`src/rtl/mem_stage_lsu_if.sv`:
```
`default_nettype none
// ============================================================================
//  Module   : mem_stage_lsu_if
//  Purpose  : Bundles the three handshakes of the load/store memory stage:
//             upstream op (in_*), data-memory request/response (dmem_*) and
//             writeback result (out_*).
//  Modports : slave  - the memory stage itself
//             master - the environment around it (pipeline, memory, WB)
//  Revision : 1.0 - initial release
// ============================================================================
interface mem_stage_lsu_if #(
  parameter int DATA_W = 32,
  parameter int ADDR_W = 32,
  parameter int TAG_W  = 64
);
  localparam int STRB_W = DATA_W / 8;

  // upstream op
  logic              in_valid;
  logic              in_ready;
  logic              in_re;
  logic              in_we;
  logic [2:0]        in_funct3;
  logic [ADDR_W-1:0] in_addr;
  logic [DATA_W-1:0] in_wdata;
  logic [4:0]        in_rd;
  logic [TAG_W-1:0]  in_tag;
  // data memory
  logic [ADDR_W-1:0] dmem_addr;
  logic [STRB_W-1:0] dmem_rmask;
  logic [STRB_W-1:0] dmem_wmask;
  logic [DATA_W-1:0] dmem_wdata;
  logic [DATA_W-1:0] dmem_rdata;
  logic              dmem_resp;
  // writeback
  logic              out_valid;
  logic              out_ready;
  logic [4:0]        out_rd;
  logic [DATA_W-1:0] out_rdata;
  logic [TAG_W-1:0]  out_tag;
  logic              out_misaligned;

  modport slave (
    input  in_valid, in_re, in_we, in_funct3, in_addr, in_wdata, in_rd, in_tag,
    input  dmem_rdata, dmem_resp, out_ready,
    output in_ready, dmem_addr, dmem_rmask, dmem_wmask, dmem_wdata,
    output out_valid, out_rd, out_rdata, out_tag, out_misaligned
  );

  modport master (
    output in_valid, in_re, in_we, in_funct3, in_addr, in_wdata, in_rd, in_tag,
    output dmem_rdata, dmem_resp, out_ready,
    input  in_ready, dmem_addr, dmem_rmask, dmem_wmask, dmem_wdata,
    input  out_valid, out_rd, out_rdata, out_tag, out_misaligned
  );
endinterface
`default_nettype wire

```
`src/rtl/mem_stage_lsu.sv`:
```
`default_nettype none
// ============================================================================
//  Module   : mem_stage_lsu
//  Purpose  : Pipeline memory stage. Accepts one load/store/pass-through op
//             per handshake, issues at most one aligned data-memory request,
//             waits any number of cycles for dmem_resp, then aligns and
//             sign/zero-extends load data and hands the result to writeback.
//             Misaligned or illegal-width accesses skip memory and are flagged.
//  Ports    : clk  - clock
//             rst  - asynchronous reset, active LOW
//             bus  - mem_stage_lsu_if.slave (in_*, dmem_*, out_* signals)
//  Params   : DATA_W (32 or 64), ADDR_W, TAG_W
//  Revision : 1.0 - initial release
// ============================================================================
module mem_stage_lsu #(
  parameter int DATA_W = 32,
  parameter int ADDR_W = 32,
  parameter int TAG_W  = 64
) (
  input  logic           clk,
  input  logic           rst,
  mem_stage_lsu_if.slave bus
);

  localparam int STRB_W = DATA_W / 8;
  localparam int OFF_W  = $clog2(STRB_W);

  typedef enum logic [1:0] {
    S_IDLE = 2'd0,
    S_REQ  = 2'd1,
    S_WAIT = 2'd2,
    S_OUT  = 2'd3
  } state_t;

  state_t            r_state;
  state_t            w_next;

  logic              w_in_ready;
  logic              w_accept;
  logic              w_mem;
  logic              w_store;
  logic              w_illegal;
  logic              w_unaligned;
  logic              w_mis;
  logic              w_go_req;
  logic [OFF_W-1:0]  w_off;
  logic [STRB_W-1:0] w_base;
  logic [STRB_W-1:0] w_mask;
  logic [DATA_W-1:0] w_lane_bits;
  logic [DATA_W-1:0] w_wdata;
  logic [DATA_W-1:0] w_lane;
  logic [DATA_W-1:0] w_ld;

  logic [2:0]        r_funct3;
  logic [OFF_W-1:0]  r_off;
  logic              r_load;
  logic [4:0]        r_rd;
  logic [TAG_W-1:0]  r_tag;
  logic              r_mis;
  logic [DATA_W-1:0] r_rdata;
  logic [ADDR_W-1:0] r_daddr;
  logic [DATA_W-1:0] r_dwdata;
  logic [STRB_W-1:0] r_rmask;
  logic [STRB_W-1:0] r_wmask;

  // --------------------------------------------------------------------------
  // Upstream handshake and op decode
  // --------------------------------------------------------------------------
  assign w_in_ready = (r_state == S_IDLE) || ((r_state == S_OUT) && bus.out_ready);
  assign w_accept   = bus.in_valid && w_in_ready;
  // A set in_we wins over in_re: such an op is a store.
  assign w_store    = bus.in_we;
  assign w_mem      = bus.in_re || bus.in_we;
  assign w_off      = bus.in_addr[OFF_W-1:0];

  always_comb begin
    w_base      = '0;
    w_unaligned = 1'b0;
    w_illegal   = 1'b0;
    case (bus.in_funct3[1:0])
      2'b00: w_base = STRB_W'(1);
      2'b01: begin
        w_base      = STRB_W'(3);
        w_unaligned = bus.in_addr[0];
      end
      2'b10: begin
        w_base      = STRB_W'(15);
        w_unaligned = |bus.in_addr[1:0];
      end
      default: begin
        w_base      = '1;
        w_unaligned = |bus.in_addr[2:0];
        w_illegal   = (DATA_W == 32);
      end
    endcase
    // Unsigned variants exist only for loads; wu needs a 64-bit datapath
    // and 111 is never legal.
    if (bus.in_funct3[2]) begin
      if (w_store || (bus.in_funct3[1:0] == 2'b11) ||
          ((bus.in_funct3[1:0] == 2'b10) && (DATA_W == 32))) begin
        w_illegal = 1'b1;
      end
    end
  end

  // Illegal encodings are reported exactly like misalignment.
  assign w_mis    = w_mem && (w_illegal || w_unaligned);
  assign w_go_req = w_mem && !w_mis;
  assign w_mask   = w_base << w_off;

  // Byte-enable expanded to bits, so lanes outside the access size are
  // zeroed before the store data is shifted into position.
  for (genvar gi = 0; gi < STRB_W; gi++) begin : g_lane_bits
    assign w_lane_bits[8*gi +: 8] = {8{w_base[gi]}};
  end

  assign w_wdata = (bus.in_wdata & w_lane_bits) << {w_off, 3'b000};

  // --------------------------------------------------------------------------
  // Load data alignment and extension
  // --------------------------------------------------------------------------
  assign w_lane = bus.dmem_rdata >> {r_off, 3'b000};

  always_comb begin
    w_ld = w_lane;
    case (r_funct3)
      3'b000:  w_ld = DATA_W'($signed(w_lane[7:0]));
      3'b001:  w_ld = DATA_W'($signed(w_lane[15:0]));
      3'b010:  w_ld = DATA_W'($signed(w_lane[31:0]));
      3'b100:  w_ld = DATA_W'(w_lane[7:0]);
      3'b101:  w_ld = DATA_W'(w_lane[15:0]);
      3'b110:  w_ld = DATA_W'(w_lane[31:0]);
      default: w_ld = w_lane;
    endcase
  end

  // --------------------------------------------------------------------------
  // FSM
  // --------------------------------------------------------------------------
  always_ff @(posedge clk or negedge rst) begin
    if (!rst) begin
      r_state <= S_IDLE;
    end else begin
      r_state <= w_next;
    end
  end

  always_comb begin
    w_next = r_state;
    case (r_state)
      S_IDLE: begin
        if (w_accept) begin
          w_next = w_go_req ? S_REQ : S_OUT;
        end
      end
      S_REQ:  w_next = S_WAIT;
      S_WAIT: begin
        if (bus.dmem_resp) begin
          w_next = S_OUT;
        end
      end
      default: begin
        if (bus.out_ready) begin
          if (w_accept) begin
            w_next = w_go_req ? S_REQ : S_OUT;
          end else begin
            w_next = S_IDLE;
          end
        end
      end
    endcase
  end

  // --------------------------------------------------------------------------
  // Datapath registers
  // --------------------------------------------------------------------------
  always_ff @(posedge clk or negedge rst) begin
    if (!rst) begin
      r_funct3 <= '0;
      r_off    <= '0;
      r_load   <= 1'b0;
      r_rd     <= '0;
      r_tag    <= '0;
      r_mis    <= 1'b0;
      r_rdata  <= '0;
      r_daddr  <= '0;
      r_dwdata <= '0;
      r_rmask  <= '0;
      r_wmask  <= '0;
    end else begin
      // Masks are a one-cycle strobe; address and data stay put.
      if (r_state == S_REQ) begin
        r_rmask <= '0;
        r_wmask <= '0;
      end
      if (w_accept) begin
        r_funct3 <= bus.in_funct3;
        r_off    <= w_off;
        r_load   <= bus.in_re && !bus.in_we;
        r_rd     <= bus.in_rd;
        r_tag    <= bus.in_tag;
        r_mis    <= w_mis;
        r_rdata  <= '0;
        if (w_go_req) begin
          r_daddr  <= {bus.in_addr[ADDR_W-1:OFF_W], {OFF_W{1'b0}}};
          r_dwdata <= w_wdata;
          r_rmask  <= w_store ? '0 : w_mask;
          r_wmask  <= w_store ? w_mask : '0;
        end
      end
      if ((r_state == S_WAIT) && bus.dmem_resp && r_load) begin
        r_rdata <= w_ld;
      end
    end
  end

  assign bus.in_ready       = w_in_ready;
  assign bus.dmem_addr      = r_daddr;
  assign bus.dmem_rmask     = r_rmask;
  assign bus.dmem_wmask     = r_wmask;
  assign bus.dmem_wdata     = r_dwdata;
  assign bus.out_valid      = (r_state == S_OUT);
  assign bus.out_rd         = r_rd;
  assign bus.out_rdata      = r_rdata;
  assign bus.out_tag        = r_tag;
  assign bus.out_misaligned = r_mis;

endmodule
`default_nettype wire

```
`src/flat_wrapper.sv`:
```
// flat-port wrapper written by rule: the top's interface ports become plain ports
module mem_stage_lsu_flat 
#(
  parameter int DATA_W = 32,
  parameter int ADDR_W = 32,
  parameter int TAG_W  = 64
)
  (clk, rst, bus_in_valid, bus_in_re, bus_in_we, bus_in_funct3, bus_in_addr, bus_in_wdata, bus_in_rd, bus_in_tag, bus_dmem_rdata, bus_dmem_resp, bus_out_ready, bus_in_ready, bus_dmem_addr, bus_dmem_rmask, bus_dmem_wmask, bus_dmem_wdata, bus_out_valid, bus_out_rd, bus_out_rdata, bus_out_tag, bus_out_misaligned);
  mem_stage_lsu_if #(.DATA_W(DATA_W), .ADDR_W(ADDR_W), .TAG_W(TAG_W)) bus_i ();
  input  logic clk;
  input  logic rst;
  input wire logic [$bits(bus_i.in_valid)-1:0] bus_in_valid;
  input wire logic [$bits(bus_i.in_re)-1:0] bus_in_re;
  input wire logic [$bits(bus_i.in_we)-1:0] bus_in_we;
  input wire logic [$bits(bus_i.in_funct3)-1:0] bus_in_funct3;
  input wire logic [$bits(bus_i.in_addr)-1:0] bus_in_addr;
  input wire logic [$bits(bus_i.in_wdata)-1:0] bus_in_wdata;
  input wire logic [$bits(bus_i.in_rd)-1:0] bus_in_rd;
  input wire logic [$bits(bus_i.in_tag)-1:0] bus_in_tag;
  input wire logic [$bits(bus_i.dmem_rdata)-1:0] bus_dmem_rdata;
  input wire logic [$bits(bus_i.dmem_resp)-1:0] bus_dmem_resp;
  input wire logic [$bits(bus_i.out_ready)-1:0] bus_out_ready;
  output wire logic [$bits(bus_i.in_ready)-1:0] bus_in_ready;
  output wire logic [$bits(bus_i.dmem_addr)-1:0] bus_dmem_addr;
  output wire logic [$bits(bus_i.dmem_rmask)-1:0] bus_dmem_rmask;
  output wire logic [$bits(bus_i.dmem_wmask)-1:0] bus_dmem_wmask;
  output wire logic [$bits(bus_i.dmem_wdata)-1:0] bus_dmem_wdata;
  output wire logic [$bits(bus_i.out_valid)-1:0] bus_out_valid;
  output wire logic [$bits(bus_i.out_rd)-1:0] bus_out_rd;
  output wire logic [$bits(bus_i.out_rdata)-1:0] bus_out_rdata;
  output wire logic [$bits(bus_i.out_tag)-1:0] bus_out_tag;
  output wire logic [$bits(bus_i.out_misaligned)-1:0] bus_out_misaligned;
  assign bus_i.in_valid = bus_in_valid;
  assign bus_i.in_re = bus_in_re;
  assign bus_i.in_we = bus_in_we;
  assign bus_i.in_funct3 = bus_in_funct3;
  assign bus_i.in_addr = bus_in_addr;
  assign bus_i.in_wdata = bus_in_wdata;
  assign bus_i.in_rd = bus_in_rd;
  assign bus_i.in_tag = bus_in_tag;
  assign bus_i.dmem_rdata = bus_dmem_rdata;
  assign bus_i.dmem_resp = bus_dmem_resp;
  assign bus_i.out_ready = bus_out_ready;
  assign bus_in_ready = bus_i.in_ready;
  assign bus_dmem_addr = bus_i.dmem_addr;
  assign bus_dmem_rmask = bus_i.dmem_rmask;
  assign bus_dmem_wmask = bus_i.dmem_wmask;
  assign bus_dmem_wdata = bus_i.dmem_wdata;
  assign bus_out_valid = bus_i.out_valid;
  assign bus_out_rd = bus_i.out_rd;
  assign bus_out_rdata = bus_i.out_rdata;
  assign bus_out_tag = bus_i.out_tag;
  assign bus_out_misaligned = bus_i.out_misaligned;
  mem_stage_lsu #(.DATA_W(DATA_W), .ADDR_W(ADDR_W), .TAG_W(TAG_W)) u_core (.clk(clk), .rst(rst), .bus(bus_i));
endmodule
```
`config.mk`:
```
export PLATFORM = sky130hd
export DESIGN_NAME = mem_stage_lsu_flat
export DESIGN_NICKNAME = d
export VERILOG_FILES = /design/src/rtl/mem_stage_lsu_if.sv /design/src/rtl/mem_stage_lsu.sv /design/src/flat_wrapper.sv
export SDC_FILE = /design/constraint.sdc
export NUM_CORES = 1
export LEC_CHECK = 0
export ABC_AREA = 1
export ABC_CLOCK_PERIOD_IN_PS = 2600
export BUFFER_PORTS_ARGS = -buffer_cell sky130_fd_sc_hd__buf_2
export CAP_MARGIN = 20
export CORE_AREA = 4 4 136 138
export DETAILED_ROUTE_END_ITERATION = 8
export DIE_AREA = 0 0 140 142
export PLACE_DENSITY = 0.86
export SYNTH_ARGS = -nofsm -noshare
export SYNTH_HDL_FRONTEND = slang
export SYNTH_SLANG_ARGS = --single-unit
```
`constraint.sdc`:
```
create_clock -name clk -period 2.6 [get_ports clk]
set_input_delay 0.52 -clock clk [delete_from_list [all_inputs] [get_ports clk]]
set_output_delay 0.52 -clock clk [all_outputs]
set_load 0.005 [all_outputs]
```
==> impl_metrics.json <==
{
  "tightest_slew_ns": 0.5381,
  "cts_tree": "done",
  "path_clk_slew_ns": 0.07,
  "cts_buffers": 17,
  "fin_hold_ws_ns": 0.02985,
  "finalSetupTns_ns": 0,
  "yosysTopAreaCell": "dfrtp_1",
  "grt_max_degree": 77,
  "drv_slew": 0,
  "fmax_ghz": 0.4930,
  "drt-wirelength-per-cell_um": 15.83,
  "cp_max_fo": 4,
  "mappedNetlistArea_um2": 8305,
  "status": "complete, no violations",
  "die_h_um": 142,
  "cts_buffer_depth": 2,
  "core-area_um2": 17180,
  "critical_path_class": "reg -> out",
  "hold_buffers": 0,
  "r2r-end": "u_core.bus.dmem_wdata[2]$_DFFE_PN0P_",
  "vias": 8208,
  "cts_sinks": 180,
  "synth_cell_types": 35,
  "drtAntennaViolNets": 0,
  "min_period_over_period": 0.7801,
  "ff2ff_setup_slack_ns": 0.61,
  "cp-end-kind": "output port",
  "grt_overflow": 0,
  "power.leakage_nw": 6.109,
  "gp_congestion": 0.9035,
  "cts_resized": 0,
  "clk_latency_ns": 0.43,
  "ys.warnings.count": 0,
  "avgSynthCellArea_um2": 8.087,
  "vdd_drop_max_v": 0.0005197,
  "critPathTopFamily": "flip-flops",
  "cts_max_level": 4,
  "cp-start-kind": "flip-flop",
  "cts_setup_buffers": 0,
  "ys_ff_latch": 180,
  "dp.cells": 1554,
  "skew_ns": 0.01006,
  "cp_cell_sequence": "inv_1 > ha_1 > inv_2 > nand2_1 > buf_2",
  "cpPeakStageDelay_ns": 0.42,
  "vias_per_cell": 5.175,
  "yosysTopAreaCellShare": 0.5423,
  "final_nets": 1528,
  "area_growth_syn_to_layout_pct": 29.72,
  "drtIter0Drc": 462,
  "rsz0062_at_grt": "no",
  "cap_viol_max_count": 0,
  "rr_startpoint": "u_core.r_state[0]$_DFFE_PN0P_",
  "io_buffers": 348,
  "crit_buf_inv": 3,
  "syn_inst": 1027,
  "antenna_cells": 0,
  "drc": 0,
  "reg2regPathDepth": 8,
  "first_pass_iters": 6,
  "power_density_nw_per_um2": 1096,
  "dp_hpwl_um": 18370,
  "initial_core_util": 0.4835,
  "num_io_pins": 351,
  "grt_pass1_wl_um": 39980,
  "final.fill_count": 1487,
  "wl_um": 25110,
  "critical_path_arrival_ns": 1.51,
  "grt_pass1_vias": 8052,
  "grtUsageTotal": 0.2473,
  "hold_class": "in -> async",
  "period_needed_ns": 2.028,
  "power_mw": 11.81,
  "die_area_um2": 19880,
  "drive_gt1_frac": 0.3064,
  "cts_root_buf": "clkbuf_16",
  "cpMaxStageDelayCell": "dfrtp_1",
  "synth_area_leaders": "dfrtp_1, nand2_1, o21ai_0, nor2_1, a21oi_1",
  "num_rows": 48,
  "stdcell_count": 1586,
  "hold_viol_final": 0,
  "required_ns": 2.08,
  "relSlewSlack": 0.6413,
  "dieWidth_um": 140,
  "ys_seq_area_frac": 0.5423,
  "setup_violations": 0,
  "antenna_found_initial": 0
}
-- synth_stat cells, drive strengths merged --
library cell,number
o21ai,108
clkinv,4
o22ai,9
ha,5
or2,2
inv,25
nand3,22
nand4,1
buf,37
dfrtp,180
nand2,464
a22o,7
mux2i,7
nor3,4
o31ai,7
a21oi,45
conb,1
a32o,1
o211ai,9
nor2,61
clkbuf,28
-- final cells by class --
class,count,area [um2],share of cell area
well taps,225,281.5,0.02613
inverters,29,108.9,0.01010
multi-input cells,754,3361,0.3119
clock inverters,13,117.6,0.01092
repair buffers,366,1958,0.1817
flip-flops and latches,180,4504,0.4181
clock buffers,19,442.9,0.04111
-- cell usage in the layout, fill, tap and decap left out, types with 6 or more instances in the layout --
cell type	count
o31ai_1	7
a21oi_1	39
buf_12	6
nand3_1	20
a21oi_2	6
inv_1	22
o21ai_0	92
buf_2	347
buf_4	12
a22o_1	7
o211ai_1	9
mux2i_1	7
dfrtp_1	180
o21ai_1	16
nor2_1	58
clkbuf_16	17
o22ai_1	9
nand2_1	460
-- sequential cells by signal (all words and copies together) (netlist names) --
signal                     cells
u_core.bus.dmem_wdata         32
u_core.r_load                  1
u_core.bus.out_misaligned      1
u_core.bus.dmem_wmask          4
u_core.r_off                   2
u_core.bus.dmem_addr          30
u_core.bus.out_rd              5
u_core.bus.out_rdata          32
u_core.bus.dmem_rmask          4
u_core.r_funct3                3
u_core.r_state                 2
u_core.bus.out_tag            64
-- power breakdown --
| group | total (mW) | switching, mW | internal [mW] |
|---|---|---|---|
| sequential | 4.70 | 0.692 | 4.01 |
| combinational | 4.65 | 2.75 | 1.90 |
| clock | 2.46 | 1.17 | 1.28 |
| total | 11.8 | 4.61 | 7.20 |
-- per-layer routing --
layer	vias to the layer above	share of wire	wire (um)	track usage
li1	3926	-	-	-
met1	3817	0.40	10010	0.3229
met2	404	0.48	12140	0.4059
met3	61	0.085	2144	0.05444
met4	0	0.033	820	0.09944
met5	-	0	0	0
-- kinds of logic (layout without fill, tap and decap cells) --
| family | count (synthesis) | count (layout) | share of synthesized area |
|---|---|---|---|
| AO/OA/AOI/OAI | 186 | 186 | 0.1247 |
| adder cells (fa/ha/maj) | 5 | 5 | 0.007532 |
| buffers and inverters | 94 | 427 | 0.05438 |
| flip-flops | 180 | 180 | 0.5423 |
| multiplexers | 7 | 7 | 0.008437 |
| other | 1 | 2 | 0.0004515 |
| AND/OR/NAND/NOR | 554 | 554 | 0.2621 |
-- how the worst max path moves through the flow --
stage	from	end	slack (ns)	depth (start not counted)
finish	u_core.r_state[0]$_DFFE_PN0P_	bus_in_ready	0.57	5
global route	u_core.r_state[0]$_DFFE_PN0P_	u_core.bus.dmem_wdata[2]$_DFFE_PN0P_	0.45	8
CTS	u_core.r_state[0]$_DFFE_PN0P_	bus_in_ready	0.55	5
detailed placement	bus_in_addr[1]	u_core.bus.dmem_wdata[5]$_DFFE_PN0P_	0.61	8
global placement	u_core.r_state[0]$_DFFE_PN0P_	u_core.bus.out_tag[20]$_DFFE_PN0N_	0.63	9
floorplan	u_core.r_state[0]$_DFFE_PN0P_	u_core.bus.out_rdata[7]$_DFFE_PN0P_	0.92	10
-- per-stage QoR --
stage            util  area, um2  setup WS, ns
3_3_place_gp   0.5946      10210        0.6342
4_1_cts        0.6273      10770        0.5489
6_report       0.6273      10770        0.5717
2_1_floorplan       -       8309        0.9235
5_1_grt        0.6273      10770        0.4499
3_5_place_dp   0.5946      10210        0.6063
No activity file was read; power rests on OpenSTA's default activity.
